File: config.mk
export PLATFORM = sky130hd
export DESIGN_NAME = bcd_stopwatch
export DESIGN_NICKNAME = d
export VERILOG_FILES = /design/src/rtl/stopwatch_pkg.sv /design/src/rtl/bcd_decade.sv /design/src/rtl/bcd_stopwatch.sv
export SDC_FILE = /design/constraint.sdc
export NUM_CORES = 1
export LEC_CHECK = 0
export CAP_MARGIN = 20
export CORE_ASPECT_RATIO = 0.7
export CORE_UTILIZATION = 30
export DETAILED_ROUTE_END_ITERATION = 10
export DONT_BUFFER_PORTS = 1
export PLACE_DENSITY_LB_ADDON = 0.12
export SLEW_MARGIN = 20
export SYNTH_ARGS = -nofsm -noshare
export SYNTH_HDL_FRONTEND = slang
export SYNTH_SLANG_ARGS = --single-unit
File: constraint.sdc
create_clock -name clk -period 8.3 [get_ports clk]
set_clock_uncertainty 0.05 [all_clocks]
set_input_delay 2.49 -clock clk [delete_from_list [all_inputs] [get_ports clk]]
set_output_delay 2.49 -clock clk [all_outputs]
set_load 0.01 [all_outputs]
File: src/rtl/stopwatch_pkg.sv
// Shared types and constants for the BCD stopwatch: controller state
// encoding, the BCD nibble type and the per-decade saturation helper.
package stopwatch_pkg;

    typedef enum logic [1:0] {
        IDLE  = 2'd0,
        RUN   = 2'd1,
        PAUSE = 2'd2,
        DONE  = 2'd3
    } sw_state_e;

    typedef logic [3:0] bcd_t;

    localparam bcd_t BCD_MAX = 4'd9;

    // Clamp a raw nibble into the legal BCD range (10..15 become 9).
    function automatic bcd_t bcd_sat(input bcd_t n);
        return (n > BCD_MAX) ? BCD_MAX : n;
    endfunction

endpackage

File: src/rtl/bcd_decade.sv
// One BCD decade of the stopwatch counter. The decade moves only when the
// global step is active and every lower decade is at its rollover value
// (carry_in). carry_out is combinational so a carry or borrow ripples through
// all decades within a single step.
module bcd_decade
    import stopwatch_pkg::*;
(
    input  logic clk,
    input  logic reset,
    input  logic load,
    input  bcd_t load_nibble,
    input  logic step,
    input  logic count_down,
    input  logic carry_in,
    output bcd_t nibble,
    output logic carry_out
);

    bcd_t nibble_q;

    assign nibble    = nibble_q;
    assign carry_out = carry_in && (count_down ? (nibble_q == 4'd0) : (nibble_q == BCD_MAX));

    // Decade register: reset, then preset load, then counting step.
    always_ff @(posedge clk) begin
        if (reset) begin
            nibble_q <= '0;
        end else if (load) begin
            nibble_q <= bcd_sat(load_nibble);
        end else if (step && carry_in) begin
            if (count_down) begin
                nibble_q <= (nibble_q == 4'd0) ? BCD_MAX : nibble_q - 4'd1;
            end else begin
                nibble_q <= (nibble_q == BCD_MAX) ? 4'd0 : nibble_q + 4'd1;
            end
        end
    end

endmodule

File: src/rtl/bcd_stopwatch.sv
// Multi-decade BCD stopwatch with prescaler, up/down counting, preset load
// and DONE detection on count-down to zero.
// Optional lap freeze of the display output is built when the macro
// STOPWATCH_LAP_EN is defined; without it display_digits mirrors digits.
module bcd_stopwatch
    import stopwatch_pkg::*;
#(
    parameter int NUM_DIGITS = 4,
    parameter int TICK_DIV   = 1000000
) (
    input  logic                    clk,
    input  logic                    reset,
    input  logic                    run,
    input  logic                    count_down,
    input  logic                    load,
    input  logic [4*NUM_DIGITS-1:0] load_value,
    input  logic                    lap,
    output logic [4*NUM_DIGITS-1:0] digits,
    output logic [4*NUM_DIGITS-1:0] display_digits,
    output logic                    tick,
    output logic                    overflow,
    output logic                    done
);

    localparam int DW = 4 * NUM_DIGITS;
    localparam int PW = $clog2(TICK_DIV);
    localparam logic [PW-1:0] PRESC_MAX = PW'(TICK_DIV - 1);
    localparam logic [DW-1:0] CNT_ONE   = DW'(1);

    sw_state_e         state_q;
    logic              dir_q;
    logic [PW-1:0]     presc_q;
    logic              tick_q;
    logic              ovf_q;
    logic [DW-1:0]     digits_w;
    logic [NUM_DIGITS:0] carry;
    logic              at_max;
    logic              step;
    logic              cnt_zero;
    logic              cnt_one;

    // A step happens on the prescaler wrap in RUN; a coincident load wins.
    assign at_max   = (presc_q == PRESC_MAX);
    assign step     = (state_q == RUN) && at_max && !load;
    assign cnt_zero = (digits_w == '0);
    assign cnt_one  = (digits_w == CNT_ONE);
    assign carry[0] = 1'b1;

    genvar g;
    generate
        for (g = 0; g < NUM_DIGITS; g++) begin : g_decade
            bcd_decade u_decade (
                .clk         (clk),
                .reset       (reset),
                .load        (load),
                .load_nibble (load_value[4*g +: 4]),
                .step        (step),
                .count_down  (dir_q),
                .carry_in    (carry[g]),
                .nibble      (digits_w[4*g +: 4]),
                .carry_out   (carry[g+1])
            );
        end
    endgenerate

    // Controller FSM with prescaler, latched direction and registered pulses.
    always_ff @(posedge clk) begin
        if (reset) begin
            state_q <= IDLE;
            dir_q   <= 1'b0;
            presc_q <= '0;
            tick_q  <= 1'b0;
            ovf_q   <= 1'b0;
        end else begin
            tick_q <= step;
            ovf_q  <= step && !dir_q && carry[NUM_DIGITS];
            if (load) begin
                state_q <= IDLE;
                presc_q <= '0;
            end else begin
                case (state_q)
                    IDLE, PAUSE: begin
                        if (run) begin
                            if (count_down && cnt_zero) begin
                                state_q <= DONE;
                                presc_q <= '0;
                            end else begin
                                state_q <= RUN;
                                dir_q   <= count_down;
                            end
                        end
                    end
                    RUN: begin
                        presc_q <= at_max ? '0 : presc_q + PW'(1);
                        if (step && dir_q && cnt_one) begin
                            state_q <= DONE;
                            presc_q <= '0;
                        end else if (!run) begin
                            state_q <= PAUSE;
                        end
                    end
                    default: begin
                        state_q <= state_q;
                    end
                endcase
            end
        end
    end

    assign digits   = digits_w;
    assign tick     = tick_q;
    assign overflow = ovf_q;
    assign done     = (state_q == DONE);

`ifdef STOPWATCH_LAP_EN
    logic          freeze_q;
    logic [DW-1:0] hold_q;

    // Lap freeze: each lap pulse toggles; entering freeze snapshots the count.
    always_ff @(posedge clk) begin
        if (reset) begin
            freeze_q <= 1'b0;
            hold_q   <= '0;
        end else if (load) begin
            freeze_q <= 1'b0;
        end else if (lap) begin
            freeze_q <= !freeze_q;
            if (!freeze_q) begin
                hold_q <= digits_w;
            end
        end
    end

    assign display_digits = freeze_q ? hold_q : digits_w;
`else
    logic unused_lap;

    assign unused_lap     = lap;
    assign display_digits = digits_w;
`endif

endmodule

==> results.txt, run 1 <==
The run finished with clean final reports. The startpoint identified for the worst register-to-register timing path is presc_q[8]. The worst hold path belongs to the class reg -> reg. The count of final setup violators is 0.

The worst hold path begins at presc_q[15]. The worst register-to-register path ends at g_decade[3].u_decade.nibble[1]. The first global-routing pass estimated between 10,000 and 15,000 um of wire. The H-tree was split into 2 levels. Clock tree synthesis inserted a total of 5 buffers.

Measured against its own limit, the worst slew margin works out to 30.4%. The leading cell type by number of instances after synthesis is dfxtp_1. The slew of the pin with the lowest slew margin came out at between 1 and 1.5 ns.

STA classifies the critical path endpoint as a flop. Grouping stages by cell kind, the critical path spends the most delay in simple AND/OR/NAND/NOR gates. For this block, the routed nets add up to between 7000 and 8000 um of wire.

Adding up every negative setup slack in the final design gives 0 ns. Along the worst path, the maximum fanout reaches 23. The number of antenna violations at the first check in global routing came out at 0. The post-synthesis async set-or-reset flop share came out at 0%. The number of buffers and inverters on the critical path is 1. The distinct cell type count after synthesis came out at 62. The critical path in this run is classified as in -> reg.

The number of standard cells after synthesis came out at 386. The number of sinks on the clock net came out at 41. The first-pass iteration count of the detailed router is 4. The largest individual stage delay along the critical path comes from the cell and4_1.

Summed over all instances, the cell type with the most area after synthesis is dfxtp_1. The total vias in the final route is approximately 2,700. The full die area is around 10,000 um^2. The delay contributed by the slowest stage of the critical path is just under 0.5 ns. The number of setup buffers added after CTS came out at 0.

The number of max-slew violations in the final report is 0. The vertical die dimension came out at 84.1 um. The count of cells resized by post-cts repair came out at 0. 57 I/O pins were placed. In this run the horizontal extent of the chip is 119 um. Static timing analysis puts the maximum clock frequency at 272 MHz. The worst hold path terminates at presc_q[15].

The total congestion overflow after global routing is 0. The leakage power is around 1 nW. The number of global-route vias before repair came out at 2,403. The floorplan row count came out at 29. Across every metal layer, demand over resource in global routing totals 16.0%. The fraction of final layout cells sized beyond drive strength 1 came out at ~5.7%. The repair_antennas step left the layout with diodes totalling 0. At the worst endpoint, the arrival time is roughly 3.8 ns. The final HPWL from detailed placement is between 5000 and 6000 um. The maximum vdd ir drop came out at 0.0951 mV.

The critical path goes through inv_1 -> and4_1 -> nor3_1 -> a2111oi_2. The largest net degree at the start of global routing is 38. Compared with the post-synthesis result, the final layout area differs by 3.29%.

The switching power share of the total is between 20% and 30%. The design internal power came out at 0.000354 W. In this run the power density over the cells is ~160 nW/um^2. Yosys mapped a number of flops with a built-in enable equal to 0. The number of nets in the finished design came out at ~370. The synthesized design contains a little over 40 register bits. Ranked by total cell area, the synthesized netlist is headed by dfxtp_1 (28%), a21oi_1 (6.2%), o21ai_0 (5.2%).

Hold timing on the final database bottoms out at a slack of between 0.4 and 0.5 ns. The synthesized area per cell is approximately 7.5 um^2. The number of max-cap violations is 0.

The area of the core is between 9000 and 10,000 um^2. The violation count after the first detailed-route iteration came out at about 230. CTS placed an instance of clkbuf_16 at the clock tree root.

The maximum count of clock buffers along a single path came out at 2. The depth of the most critical reg-to-reg path came out at 6. Using the TritonRoute via totals, the vias-per-cell ratio works out to about 5.7. The fraction of the yosys area taken by sequential cells came out at approximately 28%.

The DRC violation count after routing came out at 0. The critical path data required time is roughly 8.4 ns. The number of input and output port buffers inserted is 0. Setup repair after global routing left no endpoint under its margin.

Counting instances in the post-synthesis netlist gives the leading cell types as dfxtp_1 (41), a21oi_1 (36), nor2_1 (31). Per report_power, the combinational group accounts for 11.5% of the total. The count of yosys warnings during synthesis came out at 0. In this run the register-to-register setup slack is around 5.3 ns. The starting density of the core came out at around a third. TritonCTS built the clock tree. The part of the power in the clock network is a little over two fifths. The later pin in the worst-skew pair is clocked with a latency of around 0.29 ns. After synthesis the cells add up to 2890 um^2.

The detail route stage leaves a number of antenna-violating nets equal to 0. The number of hold violations in the final report came out at 0. The number of buffers inserted for hold repair after clock tree synthesis is 0. The fraction of power consumed by sequential logic came out at roughly 46%. The area share of the leading cell type in the synthesized netlist is between 20% and 30%. The kind of start point of the critical path is a primary input. Dividing the detail-routed wire length by the instance count gives ~17 um. In the synthesized netlist the dominant register cell turns out to be dfxtp_1. The register clock-pin slew on the reported worst setup and hold paths is about 0.060 ns.

Along the worst hold path, the cell count comes to 1. The minimum clock period is approximately 3.7 ns. The post-layout utilization of the core is 32.4%. The post-synthesis net count is slightly above 400. The total net switching power is around 0.00013 W. At the end of routability-driven placement, the weighted congestion stood at roughly 0.76. The share of the cycle needed by the critical path after routing came out at between 40% and 50%.
==> sequential cells by signal, indices dropped and copies added (netlist names) <==
| signal | cells |
|---|---|
| tick | 1 |
| overflow | 1 |
| state_q | 2 |
| g_decade.u_decade.nibble | 16 |
| dir_q | 1 |
| presc_q | 20 |
==> metrics by stage <==
stage	power, W	worst slack, ns	area [um^2]	cells
after global placement	0.000282	4.35	2830	467
after CTS	0.000493	4.64	2980	475
after detailed placement	0.000283	4.36	2830	467
after floorplan	0.000278	4.82	2890	386
final	0.000487	4.63	2980	475
after global routing	0.000511	4.54	2980	475
==> cells in the final DEF (no fill, tap or decap), types with 5 or more instances in the layout <==
| master | synthesis | routed |
|---|---|---|
| and2_1 | 5 | 5 |
| nor2_1 | 31 | 31 |
| a211oi_1 | 5 | 5 |
| a21oi_1 | 36 | 36 |
| xnor2_1 | 7 | 7 |
| nand2_1 | 24 | 24 |
| nor4_1 | 5 | 5 |
| nor3_1 | 8 | 8 |
| nand3_1 | 15 | 15 |
| a31oi_1 | 6 | 6 |
| and3_1 | 9 | 9 |
| nand2b_1 | 5 | 5 |
| dfxtp_1 | 41 | 41 |
| a22oi_1 | 5 | 5 |
| a221oi_1 | 5 | 5 |
| nor2b_1 | 8 | 8 |
| o21ai_1 | 5 | 6 |
| nand4b_1 | 5 | 5 |
| o21ai_0 | 30 | 29 |
| clkbuf_16 | 0 | 5 |
| inv_1 | 11 | 11 |
==> metal layers <==
metal  wire length [um]  part of all wire (%)  vias to the layer above  global-route usage, %
met5                  0                     0                        -                      0
li1                   -                     -                     1342                      -
met1               4230                    53                     1277                   25.0
met4                 61                  0.77                        0                   3.07
met3                504                   6.4                        5                   4.03
met2               3120                    39                       69                   21.6
==> cell families after synthesis <==
| group | count (synthesis) | synth area share, % |
|---|---|---|
| AND/OR/NAND/NOR | 152 | 30.3 |
| AO/OA/AOI/OAI | 118 | 25.7 |
| buffers and inverters | 58 | 10.0 |
| flip-flops | 41 | 28.4 |
| XOR/XNOR | 11 | 3.33 |
| multiplexers | 5 | 1.82 |
| adder cells (fa/ha/maj) | 1 | 0.433 |
==> final cells by class <==
class	instances	area, um^2
clock buffer	7	153
clock inverter	1	5.00
fill	1009	6230
inverter	11	41.3
multi-input combinational	287	1780
sequential	41	821
tap	124	155
timing repair buffer	4	30.0
==> power groups by stage <==
stage          combinational, W  clock [W]  sequential, W
3_5_place_dp          0.0000556          0       0.000227
6_report              0.0000559   0.000208       0.000223
5_1_grt               0.0000632   0.000223       0.000225
3_3_place_gp          0.0000554          0       0.000227
4_1_cts               0.0000559   0.000215       0.000223
2_1_floorplan         0.0000635          0       0.000214
==> how the worst max path moves through the flow <==
stage | slack (ns) | startpoint | depth (start not counted) | to
6_report | 4.63 | load | 4 | g_decade[3].u_decade.nibble[1]
2_1_floorplan | 4.82 | load | 5 | g_decade[3].u_decade.nibble[3]
5_1_grt | 4.54 | load | 4 | g_decade[3].u_decade.nibble[1]
4_1_cts | 4.64 | load | 4 | g_decade[3].u_decade.nibble[1]
3_3_place_gp | 4.35 | load | 4 | g_decade[3].u_decade.nibble[1]
3_5_place_dp | 4.36 | load | 4 | g_decade[3].u_decade.nibble[1]
No activity file was read; power rests on OpenSTA's default activity.
==> inputs of run 2 (changes only) <==
==> constraint.sdc (replaced) <==
create_clock -name clk -period 3.4 [get_ports clk]
set_clock_uncertainty 0.05 [all_clocks]
set_input_delay 1.02 -clock clk [delete_from_list [all_inputs] [get_ports clk]]
set_output_delay 1.02 -clock clk [all_outputs]
set_load 0.01 [all_outputs]
==> results.txt, run 2 (synthesis results as in run 1) <==
The run finished with clean final reports. The number of sinks on the clock net came out at 41 (unchanged). The register clock-pin slew on the reported worst setup and hold paths came to 0.06 ns (about the same).

The highest attainable clock frequency came out at 368 MHz. The standard cell area after detailed placement came to 2870 um^2 (+1.6%). The global-route wire length before repair is 12,900 um (-0.26%). Leaving out fill and tap cells, the most frequent cell in the layout is dfxtp_1. The weighted congestion at the end of routability-driven global placement is 0.759 (+0.40%).

The full die area came to 10,000 um^2 (unchanged). The remaining antenna violation count after routing came out at 0 (unchanged). In this run the clock root is driven by a clkbuf_16. The maximum count of clock buffers along a single path is 2 (unchanged).

The total congestion overflow after global routing is 0 (unchanged). The worst slew margin relative to its limit came to 43.0% (+13 points). The worst setup path is launched from a flop. The critical path start-end classification is reg -> reg. The I/O pin count is 57 (unchanged).

The TritonCTS buffer count is 5 (unchanged). The worst path uses between 80% and 90% of the clock period. The number of max-cap violations came to 0 (unchanged). The antenna cell count is 0 (unchanged).

The number of global-route vias before repair came out at 2,424 (+0.87%). The number of buffers inserted for hold repair after clock tree synthesis is 0 (unchanged). In the layout the commonest cells are dfxtp_1 (41), a21oi_1 (36), nor2_1 (31). The endpoint identified for the worst register-to-register timing path is g_decade[1].u_decade.nibble[1]. The later-pin clock latency in the skew report is 0.29 ns (about the same). The worst setup slack for register-to-register paths came out at 0.68 ns (-4.61 ns).

The count of cells resized by post-cts repair came to 0 (unchanged). The H-tree depth is 2 (unchanged). The number of flip-flops under the largest register name came to 20 (unchanged).

The register containing the most flip-flops in the final layout is presc_q. The first-pass iteration count of the detailed router was 4 (unchanged). The number of hold violations in the final report came out at 0 (unchanged).

The number of antenna violations at the first check in global routing is 0 (unchanged). The post-route setup TNS was 0 ns (unchanged). The minimum clock period is 2.72 ns. The maximum vdd ir drop is 0.192 mV (+100%). The floorplan row count was 29 (unchanged). The post-route cell area came to 3060 um^2 (+2.6%). The final HPWL from detailed placement came out at 5540 um (+1.8%).

The worst setup path is captured at a flop. The data arrival time of the worst path is 2.86 ns (-0.95 ns). The DRC violation count after routing is 0 (unchanged).

The average wire length per cell after detail routing was 16.6 um (-0.45%). The overall routed net length was 7980 um (+0.81%). Following the worst setup path forward leads to its endpoint at g_decade[1].u_decade.nibble[1].

The growth of design area from synthesis to finish came out at 5.98%. The critical path data required time is 3.54 ns (-4.89 ns). TritonCTS built the clock tree. The die width is 119 um (unchanged).

The starting density of the core came out at 31.3% (unchanged). The detailed-route vias per instance is 5.58 (-1.6%). The count of final setup violators came to 0 (unchanged). The worst-path maximum fanout came out at 7 (-70%). Setup repair after global routing left no endpoint under its margin.

The number of setup buffers added after CTS was 0 (unchanged). The fill cell instance count of the final layout is 1,037 (+2.8%). The number of input and output port buffers inserted is 0 (unchanged).

The leakage power was 1.04 nW (+4.4%). The number of nets in the finished design came to 379 (+1.6%). The vertical die dimension is 84.1 um (unchanged). The fraction of final layout cells sized beyond drive strength 1 is 7.28% (+1.6 points).

The class of the most critical hold timing path is reg -> reg. The depth of the most critical reg-to-reg path is 6 (unchanged). The total vias in the final route came out at 2,684 (-0.33%).

The number of max-slew violations in the final report was 0 (unchanged). The post-layout utilization of the core came to 33.2% (+0.84 points). The slew of the pin with the lowest slew margin was 0.852 ns (-0.185 ns). The power density over cell area came out at 427 nW/um^2 (+160%). The violation count after the first detailed-route iteration was 191 (-17%). The largest net degree at the start of global routing is 24 (-37%). The overall fraction of global-route tracks in use came out at 16.1% (+0.058 points). The most critical setup path has its startpoint at presc_q[8]. The area of the core came out at 9220 um^2 (unchanged). The beginning of the worst register-to-register path is presc_q[8].
[run 2: worst max-delay path, cell delays in order, from the launching register on]
cell	delay, ns
dfxtp_1	0.35
or4b_1	0.58
or4_4	0.48
or4_1	0.68
o21ai_1	0.18
o31ai_1	0.08
a32o_1	0.21
[run 2: how the worst min path moves through the flow]
stage               slack [ns]          end  cells after the start         from
finish                    0.43  presc_q[18]                      2  presc_q[18]
global route              0.46  presc_q[16]                      1  presc_q[16]
CTS                       0.43  presc_q[18]                      2  presc_q[18]
detailed placement        0.43  presc_q[18]                      2  presc_q[18]
global placement          0.43  presc_q[15]                      1  presc_q[15]
floorplan                 0.40  presc_q[16]                      1  presc_q[16]
[run 2: area by class of cell]
class / count / area (um^2) / area share, %
inverter: 11 / 41.3 / 1.35
clock inverter: 3 / 65.1 / 2.13
timing repair buffer: 10 / 75.1 / 2.45
tap: 124 / 155 / 5.07
sequential: 41 / 821 / 26.8
clock buffer: 5 / 125 / 4.09
multi-input combinational: 287 / 1780 / 58.1
[run 2: metrics by stage]
| stage | std cells | power [W] | worst slack, ns | hold slack (ns) |
|---|---|---|---|---|
| detailed placement | 473 | 0.000696 | 0.685 | 0.426 |
| global route | 481 | 0.00137 | 0.496 | 0.464 |
| finish | 481 | 0.00131 | 0.679 | 0.433 |
| floorplan | 386 | 0.000678 | 0.811 | 0.401 |
| CTS | 481 | 0.00132 | 0.654 | 0.434 |
| global placement | 473 | 0.000695 | 0.673 | 0.426 |
[run 2: layer usage]
metal | share of wire, % | wire (um) | vias up | track usage [%]
met1 | 54 | 4310 | 1267 | 24.1
met4 | 0.84 | 67 | 0 | 4.43
met2 | 39 | 3150 | 56 | 21.8
met3 | 5.7 | 454 | 4 | 4.78
met5 | 0 | 0 | - | 0
li1 | - | - | 1357 | -
[run 2: power breakdown]
group          switching (W)  leakage [nW]  internal, W
logic              0.0000786         0.614    0.0000632
registers          0.0000498         0.334     0.000494
clock network       0.000203        0.0938     0.000419
==> inputs of run 3 (changes only) <==
==> constraint.sdc (replaced) <==
create_clock -name clk -period 2.61 [get_ports clk]
set_clock_uncertainty 0.05 [all_clocks]
set_input_delay 0.783 -clock clk [delete_from_list [all_inputs] [get_ports clk]]
set_output_delay 0.783 -clock clk [all_outputs]
set_load 0.01 [all_outputs]
==> results.txt, run 3 (synthesis results as in run 1) <==
The growth of design area from synthesis to finish is 11.5%. The share of the cycle needed by the critical path after routing came out at 97.6% (+18 points). The number of hold violations in the final report is 0 (unchanged). The number of setup buffers added after CTS came out at 0 (unchanged). The number of flip-flops under the largest register name came out at 20 (unchanged). The average wire length per cell after detail routing came out at 16.3 um (-1.8%). Walking the worst path, the cells encountered are or4b_1 -> or4_4 -> nor4_4 -> and4_2 -> nor3_1 -> a2111oi_2. The number of input and output port buffers inserted came to 0 (unchanged).

The minimum clock period was 2.55 ns (-0.173 ns). Setup repair after global routing left no endpoint under its margin. The worst-path maximum fanout came out at 5 (-2). The number of buffers inserted for hold repair after clock tree synthesis is 0 (unchanged). The overall fraction of global-route tracks in use came out at 16.9% (+0.85 points). The die width is 119 um (unchanged). The total congestion overflow after global routing is 0 (unchanged). The number of sinks on the clock net came to 41 (unchanged).

The global routing stage identified its most utilized layer as met1. The full die area came to 10,000 um^2 (unchanged). The most common cell after layout, fill and taps aside is dfxtp_1. The overall routed net length is 8280 um (+3.7%). The floorplan row count came out at 29 (unchanged).

The number of global-route vias before repair came to 2,514 (+3.7%). The fraction of met2 tracks used by global routing is 23.2% (+1.4 points). The library cells used most frequently in the layout, excluding fill and tap cells, are dfxtp_1 (41), buf_4 (37), a21oi_1 (36). The TritonCTS buffer count is 5 (unchanged). The slowest stage of the critical path belongs to the cell or4b_1. The delay contributed by the slowest stage of the critical path is 0.57 ns (-0.11 ns).

The fraction of final layout cells sized beyond drive strength 1 is 14.3% (+7.0 points). The total vias in the final route is 2,769 (+3.2%). The highest attainable clock frequency came out at 393 MHz (+6.8%). The H-tree depth came out at 2 (unchanged).

The area of the core came to 9220 um^2 (unchanged). The weighted congestion at the end of routability-driven global placement is 0.752 (-0.88%). The register clock-pin slew on the reported worst setup and hold paths is 0.06 ns (about the same).

The DRC violation count after routing is 0 (unchanged). The number of antenna violations at the first check in global routing is 0 (unchanged). The worst slew margin relative to its limit is 63.8% (+21 points). The final HPWL from detailed placement is 5960 um (+7.7%). The worst path buffer plus inverter count is 0 (unchanged).

The worst setup path is captured at a flop. The worst setup path is launched from a flop. The number of max-slew violations in the final report came to 0 (unchanged). The cell family contributing the most delay on the critical path is simple AND/OR/NAND/NOR gates.

The register containing the most flip-flops in the final layout is presc_q. In this run the clock root is driven by a clkbuf_16. The slew of the pin with the lowest slew margin came to 0.537 ns (-0.314 ns).

The remaining antenna violation count after routing was 0 (unchanged). The starting density of the core came out at 31.3% (unchanged). The I/O pin count is 57 (unchanged). The violation count after the first detailed-route iteration is 217 (+14%). The largest net degree at the start of global routing came out at 24 (unchanged). The worst setup path is of the reg -> reg kind. The count of final setup violators is 0 (unchanged).

The met1 usage in global routing is 26.1% (+2.0 points). The first-pass iteration count of the detailed router is 4 (unchanged). The number of max-cap violations is 0 (unchanged). The worst setup slack before clock tree synthesis came out at -0.0311 ns (-0.716 ns). The worst setup slack after layout is 0.0623 ns (-0.617 ns). The fill cell instance count of the final layout is 1,003 (-3.3%).

The vertical die dimension is 84.1 um (unchanged). The power density over cell area came out at 475 nW/um^2 (+11%). The data arrival time of the worst path came out at 2.69 ns (-0.17 ns). The global-route wire length before repair is 13,500 um (+5.0%).

The met3 routing resource usage after global routing came to 4.37% (-0.41 points). The maximum vdd ir drop came out at 0.240 mV (+25%). The maximum count of clock buffers along a single path came out at 2 (unchanged). In this run the worst hold path is classified as reg -> reg.

The number of nets in the finished design is 406 (+7.1%). The antenna cell count came out at 0 (unchanged). The critical path data required time is 2.75 ns (-0.79 ns). The leakage power is 1.16 nW (+11%). The run finished with clean final reports. The detailed-route vias per instance came out at 5.45 (-2.3%). TritonCTS built the clock tree. The later-pin clock latency in the skew report came out at 0.29 ns (about the same). The worst slack on hold paths is 0.434 ns (+0.00140 ns).
run 3: changes by cell type in the layout (fill, tap and decap cells not counted), sizes merged:
cell and change:
clkinvlp +1, bufinv -2, clkinv +1, buf +27
run 3: report_power, final:
part	total, W	internal (W)	switching (W)
logic	0.000253	0.000101	0.000152
clock network	0.000613	0.000351	0.000262
registers	0.000664	0.000643	0.0000207
run 3: what timing repair did:
item                                    CTS  global route
resized for setup                         1             1
endpoints found under the hold margin     0             0
endpoints found under the setup margin    3             3
run 3: final timing paths:
path | start | slack (ns) | endpoint | cells after the start
setup reg to reg | presc_q[8] | 0.06 | g_decade[3].u_decade.nibble[1] | 6
setup / recovery | presc_q[8] | 0.06 | g_decade[3].u_decade.nibble[1] | 6
hold / removal | presc_q[18] | 0.43 | presc_q[18] | 2
hold reg to reg | presc_q[18] | 0.43 | presc_q[18] | 2
run 3: worst register-to-register path, cell delays in order (launching register included):
cell       delay, ns
dfxtp_1         0.31
or4b_1          0.57
or4_4           0.49
nor4_4          0.31
and4_2          0.35
nor3_1          0.07
a2111oi_2       0.31
run 3: routing by layer:
layer	wire (um)	part of all wire, %	up-vias
li1	-	-	1397
met1	4530	55	1295
met2	3170	38	75
met3	553	6.7	2
met4	29	0.35	0
met5	0	0	-
run 3: layout make-up:
cell class	count	area, um^2	share of cell area (%)
Sequential cell	41	821	25.5
Inverter	11	41.3	1.28
Multi-Input combinational cell	287	1780	55.4
Tap cell	124	155	4.82
Clock inverter	3	17.5	0.544
Clock buffer	5	125	3.88
Timing Repair Buffer	37	278	8.62
run 3: per-stage QoR:
step / power (W) / cells / utilization, % / setup TNS [ns] / cell area [um^2]
2_1_floorplan: 0.000883 / 386 / - / 0 / 2890
3_3_place_gp: 0.000930 / 500 / 33.4 / -0.0323 / 3070
3_5_place_dp: 0.000931 / 500 / 33.4 / -0.0311 / 3070
4_1_cts: 0.00155 / 508 / 34.9 / 0 / 3220
5_1_grt: 0.00162 / 508 / 35.0 / 0 / 3220
6_report: 0.00153 / 508 / 35.0 / 0 / 3220
